`config.mk`:
```
export PLATFORM = sky130hd
export DESIGN_NAME = vga_timing_gen
export DESIGN_NICKNAME = d
export VERILOG_FILES = /design/src/rtl/vga_timing_gen.sv
export SDC_FILE = /design/constraint.sdc
export NUM_CORES = 1
export LEC_CHECK = 0
export ABC_AREA = 1
export CAP_MARGIN = 15
export CELL_PAD_IN_SITES_DETAIL_PLACEMENT = 1
export CELL_PAD_IN_SITES_GLOBAL_PLACEMENT = 1
export CORE_MARGIN = 5
export CORE_UTILIZATION = 32
export DETAILED_ROUTE_END_ITERATION = 12
export PLACE_DENSITY_LB_ADDON = 0.1
export SYNTH_ARGS = -nofsm -noshare
export SYNTH_HDL_FRONTEND = slang
export SYNTH_SLANG_ARGS = --single-unit
```
`constraint.sdc`:
```
create_clock -name CLK -period 1.7 [get_ports CLK]
set_input_delay 0.34 -clock CLK [delete_from_list [all_inputs] [get_ports CLK]]
set_output_delay 0.34 -clock CLK [all_outputs]
set_load 0.05 [all_outputs]
```
`src/rtl/vga_timing_gen.sv`:
```
// VGA raster timing: col/row counters with registered sync, data-enable, frame and step pulses.
// Define VGA_STEP_DIV_EN to add the step_div input and an 8-bit frame divider for step.
module vga_timing_gen #(
  parameter int unsigned H_ACTIVE = 640,
  parameter int unsigned H_FP     = 16,
  parameter int unsigned H_SYNC   = 96,
  parameter int unsigned H_BP     = 48,
  parameter int unsigned V_ACTIVE = 480,
  parameter int unsigned V_FP     = 10,
  parameter int unsigned V_SYNC   = 2,
  parameter int unsigned V_BP     = 33
) (
  input  logic       CLK,
  input  logic       RST,
`ifdef VGA_STEP_DIV_EN
  input  logic [7:0] step_div,
`endif
  output logic [9:0] col,
  output logic [9:0] row,
  output logic       hsync,
  output logic       vsync,
  output logic       de,
  output logic       frame_tick,
  output logic       step
);

  localparam int unsigned H_TOTAL = H_ACTIVE + H_FP + H_SYNC + H_BP;
  localparam int unsigned V_TOTAL = V_ACTIVE + V_FP + V_SYNC + V_BP;

  localparam logic [9:0] HLast    = 10'(H_TOTAL - 1);
  localparam logic [9:0] VLast    = 10'(V_TOTAL - 1);
  localparam logic [9:0] HAct     = 10'(H_ACTIVE);
  localparam logic [9:0] VAct     = 10'(V_ACTIVE);
  localparam logic [9:0] HsStart  = 10'(H_ACTIVE + H_FP);
  localparam logic [9:0] HsEnd    = 10'(H_ACTIVE + H_FP + H_SYNC);
  localparam logic [9:0] VsStart  = 10'(V_ACTIVE + V_FP);
  localparam logic [9:0] VsEnd    = 10'(V_ACTIVE + V_FP + V_SYNC);

  logic [9:0] col_q, col_d;
  logic [9:0] row_q, row_d;
  logic       hsync_q, hsync_d;
  logic       vsync_q, vsync_d;
  logic       de_q, de_d;
  logic       ft_q, ft_d;
  logic       step_q, step_d;

  // Decoded outputs are derived from the next position so they land with it.
  always_comb begin
    col_d = col_q + 10'd1;
    row_d = row_q;
    if (col_q == HLast) begin
      col_d = 10'd0;
      if (row_q == VLast) begin
        row_d = 10'd0;
      end else begin
        row_d = row_q + 10'd1;
      end
    end
    hsync_d = !((col_d >= HsStart) && (col_d < HsEnd));
    vsync_d = !((row_d >= VsStart) && (row_d < VsEnd));
    de_d    = (col_d < HAct) && (row_d < VAct);
    ft_d    = (col_d == 10'd0) && (row_d == VAct);
  end

`ifdef VGA_STEP_DIV_EN
  logic [7:0] div_cnt_q, div_cnt_d;

  // >= rather than == so lowering step_div below the count fires on the next tick.
  always_comb begin
    div_cnt_d = div_cnt_q;
    step_d    = 1'b0;
    if (ft_d) begin
      if (div_cnt_q >= step_div) begin
        step_d    = 1'b1;
        div_cnt_d = 8'd0;
      end else begin
        div_cnt_d = div_cnt_q + 8'd1;
      end
    end
  end

  always_ff @(posedge CLK) begin
    if (!RST) begin
      div_cnt_q <= 8'd0;
    end else begin
      div_cnt_q <= div_cnt_d;
    end
  end
`else
  always_comb begin
    step_d = ft_d;
  end
`endif

  always_ff @(posedge CLK) begin
    if (!RST) begin
      col_q   <= 10'd0;
      row_q   <= 10'd0;
      hsync_q <= 1'b1;
      vsync_q <= 1'b1;
      de_q    <= 1'b1;
      ft_q    <= 1'b0;
      step_q  <= 1'b0;
    end else begin
      col_q   <= col_d;
      row_q   <= row_d;
      hsync_q <= hsync_d;
      vsync_q <= vsync_d;
      de_q    <= de_d;
      ft_q    <= ft_d;
      step_q  <= step_d;
    end
  end

  assign col        = col_q;
  assign row        = row_q;
  assign hsync      = hsync_q;
  assign vsync      = vsync_q;
  assign de         = de_q;
  assign frame_tick = ft_q;
  assign step       = step_q;

endmodule

```
# Word-level counts from Yosys, hierarchy flattened
# Index checks and enable logic that the tools add are counted.
dict set report op_classes {
  n_reduce_logical 7
  order_cmp 6
  n_mux 3
  eq_ne 3
  add_sub_neg 2
}
# cell n
set op_table {}
lappend op_table {{$mux W10} 3}
lappend op_table {{$add A10 B1 Y10 const B} 2}
lappend op_table {{$eq A10 B10 Y1 const B} 2}
lappend op_table {{$lt A10 B10 Y1 const B} 2}
lappend op_table {{$lt A10 B9 Y1 const B} 2}
lappend op_table {{$eq A10 B9 Y1 const B} 1}
lappend op_table {{$ge A10 B10 Y1 const B} 1}
lappend op_table {{$ge A10 B9 Y1 const B} 1}
lappend op_table {{$logic_not A10 Y1} 1}
lappend op_table {{$logic_and A1 B1 Y1} 4}
lappend op_table {{$logic_not A1 Y1} 2}
dict set report word_totals {
  word_cells 27
  output_inout_bits 25
  in_bits 2
  register_bits 24
}

# Longest topological paths before layout
# Gate-level depths: netlist of run 1.
dict set report depth {
  ltp_word 6
  ltp_mapped 12
  depth_no_buf 12
}

# Worst setup path before layout of run 1
# No wires, ideal clock.
dict set report synth_timing {
  path_kind {reg2reg}
  startpoint {reg col_q[0] (netlist: col[0])}
  endpoint {reg step_q (netlist: step)}
  setup_time_ns 0.064
  path_buffers 0
  path_stages_with_launch 12
  synth_period_minus_slack_ns 2.033
  path_slack_ns -0.333
  required_time_ns 1.636
  t_arrival_ns 1.969
  path_cell_list {dfxtp_1 ha_1 nand2_2 inv_2 nand2_2 nor3_4 nand3_2 o21ai_2 nand2_1 nor2_2 nand2_1 nor2_1}
}
dict set report synth_via {
  elab_chain_len 4
  word_cells_on_any_way 7
}
# item line
set synth_rtl {}
lappend synth_rtl {{start, declared} 39} ;# logic [9:0] col_q, col_d;
lappend synth_rtl {{start signal, assigned} 105} ;# col_q <= col_d;
lappend synth_rtl {{$add A10 B1 Y10 / $eq A10 B10 Y1 (equally long branches)} {49, 51}}
lappend synth_rtl {{$mux W10} 51} ;# if (col_q == HLast) begin
lappend synth_rtl {{$logic_not A10 Y1 / $eq A10 B9 Y1 (equally long branches)} 62} ;# ft_d = (col_d == 10'd0) && (row_d == VAct);
lappend synth_rtl {{$logic_and A1 B1 Y1 *} 62}
lappend synth_rtl {{end signal, assigned} 111} ;# step_q <= step_d;
lappend synth_rtl {{end, declared} 45} ;# logic step_q, step_d;
# Every way passes the cells marked *; elsewhere a longest branch is shown, timed or not.
# A chain may end at the register's enable or synchronous reset.

# Worst setup path in the final report of run 1
# Same ends and word-level chain as after synthesis.

==> impl_metrics.csv, run 1 <==
group,metric,value,unit
critical_path,cp.required,1900,ps
drt,final_antenna_net_count,0,
timing,slew_violations,0,
drt,drt-initial-drc-count,66,
floorplan,die_y,76.85,um
synth,yosys.cell_types.count,25,
drt,via_count,1589,
timing,timing.final.crit_period,1716,ps
clock_network,clk_path_buf_depth,2,
place,numPortBuffers,26,
clock_network,ctsRootBufferMaster,"clkbuf_8",
global_routing,grt_max_degree,14,
critical_path,critPathMaxFanout,5,
timing,hold_violations,0,
drt,dr.pass1.iters,4,
synth,synth.area.top_cells,"dfxtp_1, nand2_1, nor2_1",
critical_path,worstPathArrival,1920,ps
timing,finalWorstSetupSlack,-15.60,ps
floorplan,io_pins,27,
power,internal_power,0.7611,mW
timing,period_share,100.9,%
finish,antennaDiodeCount,0,
power,comb_power_share,7.5,%
timing,fmax,582.9,MHz
synth,synthArstFlopShare,0,%
synth,yosys.cell_count.top_type,"nand2_1",
power,power_frac_seq,57.3,%
floorplan,core,4354,um2
clock_network,clk_latency,270,ps
synth,netlist_top_cells_count,"nand2_1, nor2_1, inv_1, dfxtp_1, nand3_1",
synth,syn_area_per_cell,6.272,um2
timing,fin_skew,14.33,ps
finish,area_growth,42.61,%
clock_network,ctsHoldBuffers,0,
synth,syn-cell-area,1430,um2
global_routing,grt_usage,16.70,%
drt,finalWirelength,4.768,mm
critical_path,regToRegSetupSlack,-20,ps
clock_network,cts_made_buffers,3,
floorplan,num_rows,24,
synth,synth_cells,228,
synth,synthFlopType,"dfxtp_1",
global_routing,grt_pass1_wl,8.100,mm
global_routing,grt_antenna_before_repair,0,
timing,tightestPinTransition,249.9,ps
drt,drc_errors,0,
power,power.switching,0.2368,mW
worst_hold_path,hp-class,"reg -> reg",
timing,holdWs,584.6,ps
finish,drive_gt1_share,31.34,%
synth,ys_seq_elements,24,
synth,synth_top_area_share,33.60,%
critical_path,end_kind,"flip-flop",
timing,finalSetupViolCount,1,
power,vdd_drop_max,0.2733,mV
flow_run,max-cap-violations,0,
place,dp.cells,327,
place,place_congestion,0.8371,
drt,viasPerCell,4.729,
synth,synth-seq-area-share,33.60,%
synth,synth_edf_count,0,
floorplan,initial_utilization,32.84,%
status,violations,"negative setup slack",
drt,wire_per_inst,14.19,um
synth,yosysTopAreaCell,"dfxtp_1",
finish,fin_nets,290,
clock_network,htreeDepth,1,
synth,synth_warnings,0,
place,hpwl,3.925,mm
floorplan,die_area,5906,um2
global_routing,grt_pass1_vias,1638,
status,outcome,"complete, but fails checks",
power,leakagePower,1.029,nW
clock_network,clock-sinks,24,
critical_path,path_class,"reg -> reg",
timing,rsz0062_at_grt,"yes",
global_routing,grt_overflow,0,
synth,synth.net_count,233,
power,switching_share,23.73,%
clock_network,cts_tree,"done",
clock_network,path_clk_slew,90,ps
timing,maxSlewHeadroom,83.17,%
power,pwr-share-clk,35.2,%
finish,fin_util,46.84,%
power,p_per_area,489.3,nW/um2
critical_path,critPathLaunchType,"flip-flop",
finish,final_cells,336,
floorplan,die_x,76.85,um
metal layers:
metal	vias up	track usage, %	wire length (um)
li1	831	-	-
met1	735	24.63	2599
met2	21	25.38	2007
met3	2	2.576	134
met4	0	3.671	26
met5	-	0	0
state kept, by name (all words and copies together), names as in the netlist:
register and flops:
col 10, row 10, de 1, hsync 1, step 1, vsync 1
worst max-delay path: stages, from the launching register on:
cell and delay, ps:
dfxtp_4 370, ha_4 150, nand2_4 60, nor2_4 150, nand3_4 130, o21ai_1 140
nand2_1 150, nor2_2 130, nand2_1 70, nor2_2 130, nand2_1 70, nor2_1 100
placed cells by master (no fill, tap or decap), types with 2 or more instances in the layout:
cell	n
a21oi_1	3
buf_12	2
buf_4	50
clkbuf_8	3
dfxtp_1	11
dfxtp_2	9
dfxtp_4	4
ha_1	2
inv_1	32
nand2_1	62
nand2_2	3
nand2_4	2
nand3_1	19
nand3_2	2
nand4_1	9
nor2_1	37
nor2_2	6
nor2_4	2
nor3_1	2
o21ai_0	6
o21ai_1	2
o21bai_1	3
xor2_1	2
metrics by stage:
stage	total power, mW	setup slack [ps]	area, um2	TNS [ps]
floorplan	0.6247	3.203	1479	0
global placement	0.6524	-59.71	1928	-147.8
detailed placement	0.6526	-98.57	1928	-228.2
CTS	1.020	-60.29	2019	-81.84
global route	1.053	-205.2	2039	-503.4
finish	0.9978	-15.60	2039	-15.60
area by class of cell:
cell class | instances | area [um2]
multi-input combinational | 169 | 862.1
sequential | 24 | 506.7
inverter | 33 | 123.9
clock buffer | 4 | 45.04
tap | 52 | 65.06
timing repair buffer | 54 | 436.7
fill | 589 | 2315
logic make-up (layout without fill, tap and decap cells):
logic type | Yosys count | count (layout) | synth area share, %
AOI/OAI and AO/OA | 16 | 16 | 6.474
xor gates and xnor gates | 2 | 2 | 1.225
adders and majority gates | 3 | 3 | 2.625
buffers and inverters | 35 | 91 | 9.449
DFF | 24 | 24 | 33.60
and+or+nand+nor | 148 | 148 | 46.63
path summary, 6_finish.rpt:
kind / from / to / depth (start not counted)
hold reg to reg: col[1]$_SDFF_PN0_ / col[1]$_SDFF_PN0_ / 3
setup / recovery: col[0]$_SDFF_PN0_ / step$_SDFF_PN0_ / 11
setup reg to reg: col[0]$_SDFF_PN0_ / step$_SDFF_PN0_ / 11
hold / removal: col[1]$_SDFF_PN0_ / col[1]$_SDFF_PN0_ / 3
power groups by stage:
stage / clock network (mW) / registers [mW] / logic (mW)
after detailed placement: 0 / 0.587 / 0.0653
after floorplan: 0 / 0.607 / 0.0175
after CTS: 0.374 / 0.572 / 0.0745
after global routing: 0.401 / 0.573 / 0.0794
after global placement: 0 / 0.587 / 0.0657
final: 0.351 / 0.572 / 0.0751
timing repair:
item                       4_1_cts  5_1_grt
pin swaps                       11        4
resized for setup                3        5
setup endpoints to repair        3        6
setup buffers                    4        1
Power figures use the tool's default switching activity.
==> inputs of run 2 (changes only) <==
Settings changed: CORE_MARGIN 5 to unset, GPL_TIMING_DRIVEN set to 0.
==> impl_metrics.csv, run 2 (synthesis results as in run 1) <==
group,metric,value,unit
critical_path,cp.required,1880,ps
global_routing,grt_max_degree,15,
timing,timing.final.crit_period,1751,ps
timing,period_share,103.0,%
timing,tightestPinTransition,558.7,ps
finish,final_cell_mix,"nand2_1, nor2_1, inv_1",
power,pwr-share-clk,45.0,%
place,place_congestion,0.8005,
critical_path,critPathMaxStageDelay,390,ps
clock_network,ctsRootBufferMaster,"clkbuf_8",
clock_network,clk_latency,280,ps
drt,top_layer_used,"met4",
finish,layout.filler_cells,558,
drt,finalWirelength,4.513,mm
clock_network,cts_made_buffers,3,
finish,fin_nets,276,
critical_path,reg2reg_depth,10,
finish,area_growth,39.90,%
drt,dr.pass1.iters,4,
place,dp.cells,304,
clock_network,clk_path_buf_depth,2,
critical_path,critPathLaunchType,"flip-flop",
worst_hold_path,hp-class,"reg -> reg",
status,outcome,"complete, but fails checks",
place,numPortBuffers,26,
clock_network,htreeDepth,1,
place,dpl_cell_area,1802,um2
drt,wire_per_inst,14.10,um
drt,drt-initial-drc-count,53,
timing,finalSetupViolCount,1,
floorplan,num_rows,23,
timing,holdWs,521.1,ps
global_routing,grt_overflow,0,
floorplan,io_pins,27,
worst_hold_path,holdPathEnd,"row[3]$_SDFF_PN0_",
finish,mostFrequentLayoutCell,"nand2_1",
power,internal_power,0.8982,mW
floorplan,die_y,68.85,um
timing,fmax,571.1,MHz
floorplan,die_area,4740,um2
timing,slew_violations,0,
timing,rsz0062_at_grt,"yes",
drt,via_count,1596,
flow_run,max-cap-violations,0,
timing,hold_violations,0,
critical_path,path_class,"reg -> reg",
timing,maxSlewHeadroom,62.75,%
critical_path,r2r-start,"col[0]$_SDFF_PN0_",
clock_network,clock-sinks,24,
finish,drive_gt1_share,21.48,%
finish,antennaDiodeCount,0,
power,power_frac_seq,49.9,%
global_routing,grt_usage,20.80,%
power,vdd_drop_max,0.4657,mV
critical_path,slowest_stage,"dfxtp_4",
global_routing,grt_pass1_wl,7.086,mm
power,comb_power_share,5.1,%
critical_path,cp_cell_sequence,"ha_4 -> nand2_4 -> nor2_4 -> nand2_1 -> o21ai_1 -> nand2_1 -> o21ai_0 -> nor2_1 -> nand3_1 -> nor2_1",
critical_path,reg2reg_to,"step$_SDFF_PN0_",
floorplan,die_x,68.85,um
floorplan,core,4144,um2
power,p_per_area,575.0,nW/um2
drt,dr_wl_met3,126,um
power,power.switching,0.2523,mW
global_routing,grt_pass1_vias,1454,
power,leakagePower,1.005,nW
finish,fin_util,48.28,%
status,violations,"negative setup slack",
timing,fin_skew,3.408,ps
drt,viasPerCell,4.988,
power,switching_share,21.93,%
worst_hold_path,min-delay-start,"row[3]$_SDFF_PN0_",
clock_network,path_clk_slew,90,ps
clock_network,cts_tree,"done",
critical_path,end_kind,"flip-flop",
drt,drt-met1-wl,2.239,mm
worst_hold_path,min_path_cells,2,
drt,drc_errors,0,
global_routing,grt_antenna_before_repair,0,
timing,finalWorstSetupSlack,-50.93,ps
finish,design_area,2001,um2
place,hpwl,3.277,mm
drt,final_antenna_net_count,0,
drt,met2_wirelength,2.113,mm
critical_path,regToRegSetupSlack,-50,ps
finish,final_cells,320,
critical_path,worstPathArrival,1930,ps
floorplan,initial_utilization,34.51,%
critical_path,critPathMaxFanout,5,
-- run 2: cell types whose count changed in the layout (fill, tap and decap cells not counted), moves of 3 or more --
cell           before  now
nor2_4              2    5
nand3_2             2    5
dlygate4sd2_1       0   24
nand3_1            19   16
buf_4              50   13
-- run 2: what timing repair did --
item | in CTS | in global routing
pin swaps | 9 | 12
endpoints found under the setup margin | 29 | 6
hold buffers | 0 | 0
resized for setup | 35 | 10
setup buffers | 9 | 3
-- run 2: worst max-delay path: cells and delay by family (launching register included) --
family,cells,cell delay (ps)
AO/OA/AOI/OAI,2,390
adder cells (fa/ha/maj),1,140
flip-flops,1,390
AND/OR/NAND/NOR,7,710
-- run 2: layout make-up --
cell class	count	area (um2)	share of cell area (%)
clock buffer	3	41.29	2.064
buffer	2	11.26	0.5629
tap	50	62.56	3.127
timing repair buffer	38	320.3	16.01
inverter	33	123.9	6.191
multi-input combinational	169	904.6	45.22
clock inverter	1	30.03	1.501
sequential	24	506.7	25.33
-- run 2: routing by layer --
layer | vias to the layer above | track usage [%]
li1 | 808 | -
met1 | 763 | 28.22
met2 | 21 | 33.86
met3 | 4 | 3.947
met4 | 0 | 4.592
met5 | - | 0
-- run 2: metrics by stage --
stage,setup slack [ps],TNS [ps],total power [mW]
after floorplan,3.203,0,0.6247
after global placement,-189.6,-1585,0.6464
after detailed placement,-193.3,-1406,0.6476
after CTS,5.821,0,1.163
after global routing,-155.2,-409.9,1.200
final,-50.93,-50.93,1.150
-- run 2: power groups by stage --
stage | clock (mW) | combinational [mW] | sequential (mW)
floorplan | 0 | 0.0175 | 0.607
global placement | 0 | 0.0586 | 0.588
detailed placement | 0 | 0.0599 | 0.588
CTS | 0.533 | 0.0560 | 0.574
global route | 0.560 | 0.0643 | 0.576
finish | 0.518 | 0.0583 | 0.574
-- run 2: worst max path at each step --
stage | startpoint | end
2_1_floorplan | col[0]$_SDFF_PN0_ | step$_SDFF_PN0_
3_3_place_gp | col[0]$_SDFF_PN0_ | vsync$_SDFF_PN1_
3_5_place_dp | col[0]$_SDFF_PN0_ | vsync$_SDFF_PN1_
4_1_cts | col[8]$_SDFF_PN0_ | step$_SDFF_PN0_
5_1_grt | col[0]$_SDFF_PN0_ | step$_SDFF_PN0_
6_report | col[0]$_SDFF_PN0_ | step$_SDFF_PN0_
==> inputs of run 3 (changes only) <==
Settings changed: SKIP_LAST_GASP set to 1.
==> impl_metrics.csv, run 3 (synthesis results as in run 1) <==
group,metric,value,unit
finish,fin_nets,276,
critical_path,cp_cell_sequence,"ha_4 -> nand2_4 -> nor2_4 -> nand2_1 -> o21ai_1 -> nand2_1 -> o21ai_0 -> nor2_1 -> nand3_1 -> nor2_1",
critical_path,reg2reg_to,"step$_SDFF_PN0_",
critical_path,critPathLaunchType,"flip-flop",
worst_hold_path,holdPathEnd,"row[3]$_SDFF_PN0_",
clock_network,ctsRootBufferMaster,"clkbuf_8",
status,outcome,"complete, but fails checks",
clock_network,path_clk_slew,90,ps
timing,finalWorstSetupSlack,-50.65,ps
timing,slew_violations,0,
place,hpwl,3.277,mm
global_routing,grt_max_degree,15,
drt,dr.pass1.iters,4,
global_routing,grt_overflow,0,
clock_network,cts_tree,"done",
global_routing,grt_pass1_wl,7.086,mm
finish,area_growth,39.90,%
finish,design_area,2001,um2
global_routing,grt_pass1_vias,1454,
finish,fin_util,48.28,%
critical_path,r2r-start,"col[0]$_SDFF_PN0_",
place,numPortBuffers,26,
critical_path,worstPathArrival,1930,ps
floorplan,die_area,4740,um2
clock_network,clk_path_buf_depth,2,
worst_hold_path,min_path_cells,2,
global_routing,grt_antenna_before_repair,0,
timing,timing.final.crit_period,1751,ps
place,dpl_cell_area,1802,um2
timing,fin_skew,3.176,ps
floorplan,io_pins,27,
timing,finalSetupViolCount,1,
floorplan,num_rows,23,
clock_network,clk_latency,280,ps
finish,regArea,506.7,um2
timing,period_share,103.0,%
timing,maxSlewHeadroom,62.84,%
drt,drt-initial-drc-count,47,
critical_path,slowest_stage,"dfxtp_4",
drt,wire_per_inst,14.10,um
finish,multiInputGateArea,904.6,um2
worst_hold_path,hp-class,"reg -> reg",
clock_network,htreeDepth,1,
status,violations,"negative setup slack",
finish,antennaDiodeCount,0,
floorplan,core,4144,um2
flow_run,max-cap-violations,0,
power,leakagePower,1.005,nW
drt,finalWirelength,4.513,mm
finish,drive_gt1_share,21.48,%
finish,layout.filler_cells,558,
finish,mostFrequentLayoutCell,"nand2_1",
critical_path,end_kind,"flip-flop",
floorplan,die_y,68.85,um
place,place_congestion,0.8005,
power,p_per_area,574.5,nW/um2
drt,drc_errors,0,
worst_hold_path,min-delay-start,"row[3]$_SDFF_PN0_",
critical_path,cp.required,1880,ps
critical_path,critPathMaxFanout,5,
drt,via_count,1594,
drt,final_antenna_net_count,0,
timing,tightestPinTransition,557.4,ps
timing,fmax,571.2,MHz
finish,final_cell_mix,"nand2_1, nor2_1, inv_1",
critical_path,regToRegSetupSlack,-50,ps
drt,viasPerCell,4.981,
power,vdd_drop_max,0.4653,mV
floorplan,initial_utilization,34.51,%
global_routing,grt_usage,20.80,%
timing,hold_violations,0,
critical_path,path_class,"reg -> reg",
clock_network,cts_made_buffers,3,
timing,rsz0062_at_grt,"yes",
clock_network,clock-sinks,24,
critical_path,critPathMaxStageDelay,390,ps
critical_path,reg2reg_depth,10,
floorplan,die_x,68.85,um
-- run 3: cell counts in the layout (fill, tap and decap cells not counted) --
No cell type changed its count.
-- run 3: worst max path at each step --
stage | start | endpoint | slack (ps)
global route | col[0]$_SDFF_PN0_ | step$_SDFF_PN0_ | -160
finish | col[0]$_SDFF_PN0_ | step$_SDFF_PN0_ | -50
CTS | col[8]$_SDFF_PN0_ | step$_SDFF_PN0_ | 6
detailed placement | col[0]$_SDFF_PN0_ | vsync$_SDFF_PN1_ | -190
floorplan | col[0]$_SDFF_PN0_ | step$_SDFF_PN0_ | 3
global placement | col[0]$_SDFF_PN0_ | vsync$_SDFF_PN1_ | -190
-- run 3: timing repair --
item,CTS,global route
setup endpoints to repair,29,6
buffers inserted,9,3
hold buffers,0,0
gates resized for setup,35,10
pin swaps,9,11
-- run 3: layout make-up --
type,instances,share of cell area (%)
plain buffers,2,0.5629
well taps,50,3.127
repair buffers,38,16.01
inverters,33,6.191
clock buffers,3,2.064
multi-input cells,169,45.22
clock inverters,1,1.501
flip-flops and latches,24,25.33
-- run 3: where the power goes --
part / total [mW] / switching, mW / internal, mW
clock: 0.517 / 0.202 / 0.316
combinational: 0.0583 / 0.0405 / 0.0178
sequential: 0.574 / 0.00917 / 0.565
total: 1.15 / 0.251 / 0.898
-- run 3: critical path, delay by kind of cell (launching register included) --
kind,cells,cell delay (ps)
AND/OR/NAND/NOR,7,710
flip-flops,1,390
adder cells (fa/ha/maj),1,140
AO/OA/AOI/OAI,2,390
-- run 3: per-layer routing --
layer | up-vias | GRT usage (%) | wire [um]
met3 | 4 | 3.947 | 126
met4 | 0 | 4.592 | 33
li1 | 808 | - | -
met1 | 761 | 28.22 | 2232
met5 | - | 0 | 0
met2 | 21 | 33.86 | 2121
-- run 3: per-stage QoR --
step / TNS [ps] / instances / hold WS [ps] / setup slack (ps) / total power, mW
after global placement: -1585 / 304 / 510.0 / -189.6 / 0.6464
after global routing: -410.7 / 320 / 545.3 / -155.2 / 1.200
final: -50.65 / 320 / 521.1 / -50.65 / 1.149
after floorplan: 0 / 228 / 432.8 / 3.203 / 0.6247
after CTS: 0 / 317 / 525.9 / 5.821 / 1.163
after detailed placement: -1406 / 304 / 514.0 / -193.3 / 0.6476
